[src/rtl/ram_arb_pkg.sv]
// Shared types for the program/data RAM arbiter.
// State, owner codes and default sizing.
package ram_arb_pkg;

  localparam int ADDR_W_D     = 8;
  localparam int DATA_W_D     = 8;
  localparam int STARVE_MAX_D = 4;

  typedef enum logic [1:0] {
    ST_IDLE   = 2'd0,
    ST_ACCESS = 2'd1,
    ST_RESP   = 2'd2
  } state_e;

  typedef enum logic [1:0] {
    OWN_NONE = 2'd0,
    OWN_CPU  = 2'd1,
    OWN_LDR  = 2'd2
  } owner_e;

endpackage

[src/rtl/module_arb_starve_cnt.sv]
// Saturating grant counter for requester fairness.
// clr wins over inc; sat flags the limit.
module module_arb_starve_cnt #(
  parameter int MAX = 4,
  parameter int W   = 4
) (
  input  logic clk_qzt,
  input  logic reset_n,
  input  logic inc,
  input  logic clr,
  output logic sat
);

  logic [W-1:0] cnt;

  assign sat = (cnt == W'(MAX));

  // count up to MAX, clear on demand
  always_ff @(posedge clk_qzt or negedge reset_n) begin
    if (!reset_n) begin
      cnt <= '0;
    end else if (clr) begin
      cnt <= '0;
    end else if (inc && !sat) begin
      cnt <= cnt + 1'b1;
    end
  end

endmodule

[src/rtl/module_ram_arbiter.sv]
// CPU / loader arbiter for the single-port RAM.
// Two-cycle access: ACCESS strobes, RESP acks.
module module_ram_arbiter
  import ram_arb_pkg::*;
#(
  parameter int ADDR_W     = ADDR_W_D,
  parameter int DATA_W     = DATA_W_D,
  parameter int STARVE_MAX = STARVE_MAX_D
) (
  input  logic              clk_qzt,
  input  logic              reset_n,
  input  logic              cpu_req,
  input  logic              cpu_we,
  input  logic [ADDR_W-1:0] cpu_addr,
  input  logic [DATA_W-1:0] cpu_wdata,
  output logic              cpu_ack,
  output logic [DATA_W-1:0] cpu_rdata,
  output logic              cpu_hold,
  input  logic              ldr_req,
  input  logic              ldr_we,
  input  logic [ADDR_W-1:0] ldr_addr,
  input  logic [DATA_W-1:0] ldr_wdata,
  input  logic              ldr_lock,
  output logic              ldr_ack,
  output logic [DATA_W-1:0] ldr_rdata,
  output logic              ram_en,
  output logic              ram_we,
  output logic [ADDR_W-1:0] ram_addr,
  output logic [DATA_W-1:0] ram_wdata,
  input  logic [DATA_W-1:0] ram_rdata,
  output logic [1:0]        owner
);

  state_e            state_q, state_d;
  owner_e            own_q, win_own;
  logic              acc_we_q;
  logic              hold_q;
  logic [DATA_W-1:0] cpu_rd_q, ldr_rd_q;
  logic              win_we;
  logic [ADDR_W-1:0] win_addr;
  logic [DATA_W-1:0] win_wdata;
  logic              arb_slot, cpu_elig, pick_ldr;
  logic              grant_cpu, grant_ldr, grant_any;
  logic              starve_sat;
  logic              resp;

  assign arb_slot  = (state_q == ST_IDLE) || (state_q == ST_RESP);
  assign cpu_elig  = cpu_req & ~ldr_lock;
  assign pick_ldr  = ldr_req & (~cpu_elig | starve_sat);
  assign grant_ldr = arb_slot & pick_ldr;
  assign grant_cpu = arb_slot & cpu_elig & ~pick_ldr;
  assign grant_any = grant_cpu | grant_ldr;

  module_arb_starve_cnt #(
    .MAX (STARVE_MAX),
    .W   (4)
  ) u_starve (
    .clk_qzt (clk_qzt),
    .reset_n (reset_n),
    .inc     (grant_cpu & ldr_req),
    .clr     (grant_ldr | ~ldr_req),
    .sat     (starve_sat)
  );

  // winner mux
  always_comb begin
    win_own   = OWN_NONE;
    win_we    = 1'b0;
    win_addr  = '0;
    win_wdata = '0;
    unique case (1'b1)
      grant_ldr: begin
        win_own   = OWN_LDR;
        win_we    = ldr_we;
        win_addr  = ldr_addr;
        win_wdata = ldr_wdata;
      end
      grant_cpu: begin
        win_own   = OWN_CPU;
        win_we    = cpu_we;
        win_addr  = cpu_addr;
        win_wdata = cpu_wdata;
      end
      default: ;
    endcase
  end

  // next-state
  always_comb begin
    state_d = state_q;
    unique case (state_q)
      ST_IDLE:   if (grant_any) state_d = ST_ACCESS;
      ST_ACCESS: state_d = ST_RESP;
      ST_RESP:   state_d = grant_any ? ST_ACCESS : ST_IDLE;
      default:   state_d = ST_IDLE;
    endcase
  end

  // state, owner and RAM command registers
  always_ff @(posedge clk_qzt or negedge reset_n) begin
    if (!reset_n) begin
      state_q   <= ST_IDLE;
      own_q     <= OWN_NONE;
      acc_we_q  <= 1'b0;
      ram_en    <= 1'b0;
      ram_we    <= 1'b0;
      ram_addr  <= '0;
      ram_wdata <= '0;
    end else begin
      state_q <= state_d;
      ram_en  <= grant_any;
      ram_we  <= grant_any & win_we;
      if (grant_any) begin
        own_q     <= win_own;
        acc_we_q  <= win_we;
        ram_addr  <= win_addr;
        ram_wdata <= win_wdata;
      end else if (state_q != ST_ACCESS) begin
        own_q <= OWN_NONE;
      end
    end
  end

  assign resp    = (state_q == ST_RESP);
  assign cpu_ack = resp & (own_q == OWN_CPU);
  assign ldr_ack = resp & (own_q == OWN_LDR);
  assign owner   = own_q;

  // read data is live during the ack, then held
  assign cpu_rdata = (cpu_ack & ~acc_we_q) ? ram_rdata : cpu_rd_q;
  assign ldr_rdata = (ldr_ack & ~acc_we_q) ? ram_rdata : ldr_rd_q;

  // capture read data as the ack completes
  always_ff @(posedge clk_qzt or negedge reset_n) begin
    if (!reset_n) begin
      cpu_rd_q <= '0;
      ldr_rd_q <= '0;
    end else begin
      if (cpu_ack && !acc_we_q) cpu_rd_q <= ram_rdata;
      if (ldr_ack && !acc_we_q) ldr_rd_q <= ram_rdata;
    end
  end

  // CPU stall: waits for an in-flight CPU access to finish
  always_ff @(posedge clk_qzt or negedge reset_n) begin
    if (!reset_n) begin
      hold_q <= 1'b0;
    end else begin
      hold_q <= ldr_lock &
        (hold_q | ~(state_q == ST_ACCESS && own_q == OWN_CPU));
    end
  end

  assign cpu_hold = hold_q;

  cpu_req_stable: assert property (
    @(posedge clk_qzt) disable iff (!reset_n)
    (state_q == ST_ACCESS && own_q == OWN_CPU) |->
    (cpu_req && cpu_we == acc_we_q &&
     cpu_addr == ram_addr && cpu_wdata == ram_wdata));

  ldr_req_stable: assert property (
    @(posedge clk_qzt) disable iff (!reset_n)
    (state_q == ST_ACCESS && own_q == OWN_LDR) |->
    (ldr_req && ldr_we == acc_we_q &&
     ldr_addr == ram_addr && ldr_wdata == ram_wdata));

endmodule
[config.mk]
export PLATFORM = sky130hd
export DESIGN_NAME = module_ram_arbiter
export DESIGN_NICKNAME = d
export VERILOG_FILES = /design/src/rtl/ram_arb_pkg.sv /design/src/rtl/module_arb_starve_cnt.sv /design/src/rtl/module_ram_arbiter.sv
export SDC_FILE = /design/constraint.sdc
export NUM_CORES = 1
export LEC_CHECK = 0
export CORE_MARGIN = 2
export CORE_UTILIZATION = 41
export CTS_CLUSTER_DIAMETER = 200
export DETAILED_ROUTE_END_ITERATION = 10
export HOLD_SLACK_MARGIN = 0.02
export PLACE_DENSITY = 0.83
export SYNTH_ARGS = -nofsm -noshare
export SYNTH_HDL_FRONTEND = slang
export SYNTH_SLANG_ARGS = --single-unit
[constraint.sdc]
create_clock -name clk_qzt -period 2.44 [get_ports clk_qzt]
set_input_delay 0.488 -clock clk_qzt [delete_from_list [all_inputs] [get_ports clk_qzt]]
set_output_delay 0.488 -clock clk_qzt [all_outputs]
set_load 0.01 [all_outputs]
== Word-level counts from Yosys, hierarchy flattened ==
Cells that the tools add are included.

* Memories kept: 0
* Memory bits (writable): 0
* Bits in latches: 0
* Bits in registers: 44
* Logic and storage cells: 64
* Bits in read-only memories: 0

* Mux-type cells: 13
* Reductions and logical operators: 10
* Div/mod/pow operators: 0
* Bitwise logic cells: 22
* $lt $le $gt $ge: 0
* Equal/unequal tests: 7
* Add/subtract/negate cells: 1
* $mul: 0
* Shifts and indexed selects: 0

{| class="wikitable"
|+ Operators with widths
! operator !! number
|-
| $pmux W8 S2 || 2
|-
| $mux W8 || 2
|-
| $and A1 B1 Y1 || 12
|-
| $mux W4 || 2
|-
| $mux W2 || 3
|-
| $not A1 Y1 || 6
|-
| $pmux W2 S3 || 1
|-
| $add A4 B1 Y4 const B || 1
|-
| $eq A2 B1 Y1 const B || 2
|-
| $eq A2 B2 Y1 const B || 2
|-
| $eq A4 B3 Y1 const B || 1
|-
| $logic_and A1 B1 Y1 || 4
|-
| $or A1 B1 Y1 || 4
|-
| $pmux W2 S2 || 1
|-
| $reduce_bool A2 Y1 || 2
|-
| $logic_not A1 Y1 || 2
|-
| $logic_not A2 Y1 || 1
|-
| $ne A2 B1 Y1 const B || 1
|-
| $ne A2 B2 Y1 const B || 1
|-
| $pmux W1 S2 || 1
|-
| $logic_or A1 B1 Y1 || 1
|-
| $mux W1 || 1
|}

== Depth between registers and ports, before layout ==
* Word-level depth: 11
* Depth in mapped cells: 6

== Cells and area by module ==
Synthesis repeated with hierarchy kept, for this count alone.

* Cell total of the unflattened synthesis: 139
* Area total of the unflattened synthesis: 1,911.8 um2

{| class="wikitable"
|+ By module, submodules not included
! module !! area each (um2) !! cells an instance !! times used
|-
| module_ram_arbiter || 1,677.9 || 115 || 1
|-
| module_arb_starve_cnt || 234.0 || 24 || 1
|}

== Least setup slack after synthesis ==
OpenSTA, ideal clock, no wires.

* Path kind: reg-to-output
* Start: register state_q[0]
* End: output port ldr_rdata[0]
* Buffers on the path: 2
* Setup slack: 0.439 ns
* Cell stages (with the launch flop): 6
* Data required time: 1.952 ns
* Arrival time: 1.513 ns
* Cell sequence: dfrtp_1 > buf_4 > and4bb_2 > nor2b_1 > buf_2 > mux2_2

* Longest elaborated chain between the ends: 4

{| class="wikitable"
|+ RTL lines
! what !! RTL line !! text
|-
| start, declared || module_ram_arbiter.sv:34 || <nowiki>state_e state_q, state_d;</nowiki>
|-
| start signal, assigned || module_ram_arbiter.sv:110 || <nowiki>state_q <= state_d;</nowiki>
|-
| $eq A2 B2 Y1 || module_ram_arbiter.sv:124 || <nowiki>assign resp = (state_q == ST_RESP);</nowiki>
|-
| $and A1 B1 Y1 || module_ram_arbiter.sv:126 || <nowiki>assign ldr_ack = resp & (own_q == OWN_LDR);</nowiki>
|-
| net ldr_ack || module_ram_arbiter.sv:24 || <nowiki>output logic ldr_ack,</nowiki>
|-
| $and A1 B1 Y1 || module_ram_arbiter.sv:131 || <nowiki>assign ldr_rdata = (ldr_ack & ~acc_we_q) ? ram_rdata : ldr_rd_q;</nowiki>
|-
| $mux W8 || module_ram_arbiter.sv:131 ||
|-
| end, declared || module_ram_arbiter.sv:25 || <nowiki>output logic [DATA_W-1:0] ldr_rdata,</nowiki>
|}

The timed path passes the listed nets, and every way through them passes these cells.

== Worst setup path in the final report ==
* Start: register own_q[1] (netlist: owner[1])
* End: output port cpu_rdata[5]

* Longest elaborated chain between the ends: 4

{| class="wikitable"
|+ RTL lines
! what !! RTL line !! text
|-
| start, declared || module_ram_arbiter.sv:35 || <nowiki>owner_e own_q, win_own;</nowiki>
|-
| start signal, assigned || module_ram_arbiter.sv:114 || <nowiki>own_q <= win_own;</nowiki>
|-
| $eq A2 B1 Y1 || module_ram_arbiter.sv:125 || <nowiki>assign cpu_ack = resp & (own_q == OWN_CPU);</nowiki>
|-
| $and A1 B1 Y1 || module_ram_arbiter.sv:125 ||
|-
| $and A1 B1 Y1 || module_ram_arbiter.sv:130 || <nowiki>assign cpu_rdata = (cpu_ack & ~acc_we_q) ? ram_rdata : cpu_rd_q;</nowiki>
|-
| $mux W8 || module_ram_arbiter.sv:130 ||
|-
| end, declared || module_ram_arbiter.sv:17 || <nowiki>output logic [DATA_W-1:0] cpu_rdata,</nowiki>
|}

No other way between the ends.

==> results.md <==
* Outcome: finished, final reports clean
* RD Place Congestion at around 0.8
* Worst-path clk slew at 0.08 ns
* Synth Instances at between 100 and 150
* FILL cells at around 320
* Initial antenna violation count at 0
* Synth area leader: dfrtp_1
* Leak at between 1 and 1.5 nW
* Min cycle time layout at approximately 2.4 ns
* Top-area cell type share of the netlist area at between 50 and 60%
* Syn nets at about 190
* Core Area at 0.00441 mm2
* Max_slew headroom at 72.5%
* Routed Antenna Nets at 0
* Vias/cell at 5.40
* Primary FF master, synth: dfrtp_1
* Post-Place Setup Slack at 0.0929 ns
* Element type at the critical path start: flop
* Flops & latches, synth at 44
* CTS H-tree depth at 2
* Critical path endpoint category: output port
* Clk buf depth at 2
* Highest clock rate at approximately 420 MHz
* GR Util met3 at 6.11%
* WS Path Type: reg2out
* Met2 Usage GRT at 35.1%
* Layout cells sized above 1 at 27.2%
* TritonCTS Sinks at 44
* WL/cell at 17.6 um
* Max Cap Viol at 0
* Dpl hpwl at 3.66 mm
* PwrDens at 768 mW/mm2
* Cts hold-fix bufs at 0
* Multi-input logic area at roughly 750 um2
* Post-synth EDFFs at 0
* Nets at 298
* Root Driver: clkbuf_8
* Worst IR Drop VDD at slightly above 0.3 mV
* Die X at 72.0 um
* Register area share after synthesis at about three fifths
* DRC Markers at 0
* Setup slack, reg-to-reg at 0.77 ns
* Total number of vias at between 1500 and 2000
* CP arrival at 1.90 ns
* FF+latch area at 0.00110 mm2
* WP data required at 1.95 ns
* Synth async-reset ratio at 100%
* Synth cell types at 27
* Row count at 24
* Tot Pwr at between 0.002 and 0.0025 W
* Final Cell Area at just over 0.003 mm2
* Post-synthesis area per instance at 13.3 um2
* Layout area overhead at 59.7%
* Congestion Overflow GR at 0
* Vias in the first global route at 1657
* Worst-Skew Late Latency at about 0.3 ns
* Final WS setup at 0.0568 ns
* First drt pass iteration count at 4
* Final slew viol count at 0
* R2R Path End: acc_we_q
* Area after DPL at 0.00287 mm2
* PortBufs at 85
* Synthesized cell area at between 0.0015 and 0.002 mm2
* GRT Util Overall at 21.2%
* Final Hold Fails at 0
* Wirelength, routed at 5.30 mm
* DR iter-0 viols at 84
* Ratio of final minimum period to clock period at 97.7%
* Final setup fails at 0
* Synth cell count leaders: 44 x dfrtp_1, 18 x and3_1, 17 x a221o_1
* Ports at 86
* Area contributors post-synth: dfrtp_1 58%, mux2_2 9.5%, a221o_1 9.0%, and3_1 5.9%, and4bb_2 1.3%
* CTS tree: built
* Die Span Y at between 70 and 80 um
* Worst-Margin Slew at 0.413 ns
* Routing usage on met1 at 27.7%
* CTS Buf Count at 5
* Crit-path max FO at 6
* Die area at 0.00518 mm2
* Top Usage Layer GRT: met2
* Cell with the most instances after synthesis: dfrtp_1
* Layout Skew at 0.00606 ns
* # diodes at 0
* Reg-to-reg startpoint: state_q[0]
* Syn. warnings at 0
* R2R cell count at 6
* Hold WC Path Type: in2async
* Global-route wire length before repair at roughly 8.4 mm
* Initial core utilization at 42.9%
* Largest net degree at the start of global routing at 20
-- flip-flops by register name (all words and copies together) (netlist names) --
| name | cells |
|---|---|
| cpu_rd_q | 8 |
| ldr_rd_q | 8 |
| ram_addr | 8 |
| ram_wdata | 8 |
| u_starve.cnt | 4 |
| owner | 2 |
| state_q | 2 |
| acc_we_q | 1 |
| cpu_hold | 1 |
| ram_en | 1 |
| ram_we | 1 |
-- what timing repair did --
item / 4_1_cts / 5_1_grt
endpoints found under the setup margin: 16 / 14
pin swaps: 2 / 2
setup buffers: 9 / 0
resized for setup: 52 / 15
-- per-stage QoR --
stage / setup TNS [ns] / std cells / hold slack [ns] / utilization, %
floorplan: 0 / 142 / 0.192 / -
global placement: 0 / 285 / 0.432 / 64.9
detailed placement: 0 / 285 / 0.439 / 64.9
CTS: 0 / 302 / 0.113 / 68.5
global route: -0.0110 / 302 / 0.136 / 68.6
finish: 0 / 302 / 0.112 / 68.6
-- layer usage --
metal	wire length (um)	part of all wire [%]	vias up
li1	-	-	749
met1	2350	44	810
met2	2580	49	69
met3	332	6.3	4
met4	32	0.60	0
met5	0	0	-
-- power breakdown --
part	internal, W	total (W)	switching (W)
Combinational	0.000454	0.000794	0.000340
Sequential	0.000912	0.000983	0.0000706
Clock	0.000304	0.000548	0.000244
-- critical path: stages, from the launching register on --
cell and delay, ns:
dfrtp_1 0.40, and4bb_2 0.33, nor2b_4 0.15, buf_6 0.13, buf_4 0.11, mux2_2 0.34
buf_2 0.15
-- cells by family (layout without fill, tap and decap cells) --
logic type                 Yosys count  after routing  share of synthesized area, %
AOI/OAI and AO/OA                   27             27                          13.3
buffers and inverters               14            122                          3.63
and+or+nand+nor                     39             39                          14.1
adders and majority gates            2              2                          1.32
muxes                               16             16                          9.50
DFF                                 44             44                          58.1
-- cell type report --
type / count / share of cell area [%]
Timing Repair Buffer: 108 / 32.5
Clock buffer: 6 / 2.40
Sequential cell: 44 / 36.4
Multi-Input combinational cell: 84 / 24.7
Inverter: 6 / 0.744
Tap cell: 52 / 2.15
Clock inverter: 2 / 1.16
-- placed cells by master, fill, tap and decap left out, types with 3 or more instances in the layout --
| master | instances |
|---|---|
| clkdlybuf4s50_1 | 68 |
| dfrtp_1 | 44 |
| buf_4 | 19 |
| and3_1 | 18 |
| a221o_1 | 17 |
| mux2_2 | 14 |
| buf_2 | 12 |
| inv_1 | 6 |
| clkbuf_8 | 5 |
| nand2_1 | 4 |
| buf_6 | 4 |
| nand4_1 | 3 |
| clkdlybuf4s15_1 | 3 |
-- worst max-delay path by stage --
| stage | slack [ns] | start | cells past startpoint | to |
|---|---|---|---|---|
| 3_3_place_gp | 0.09 | owner[0] | 5 | ldr_rdata[7] |
| 2_1_floorplan | 0.44 | state_q[0] | 5 | ldr_rdata[0] |
| 5_1_grt | -0.006 | owner[0] | 6 | ldr_rdata[6] |
| 4_1_cts | 0.007 | state_q[0] | 6 | ldr_rdata[1] |
| 6_report | 0.06 | owner[1] | 6 | cpu_rdata[5] |
| 3_5_place_dp | 0.09 | owner[0] | 5 | ldr_rdata[7] |
(Power assumes the default switching activity.)
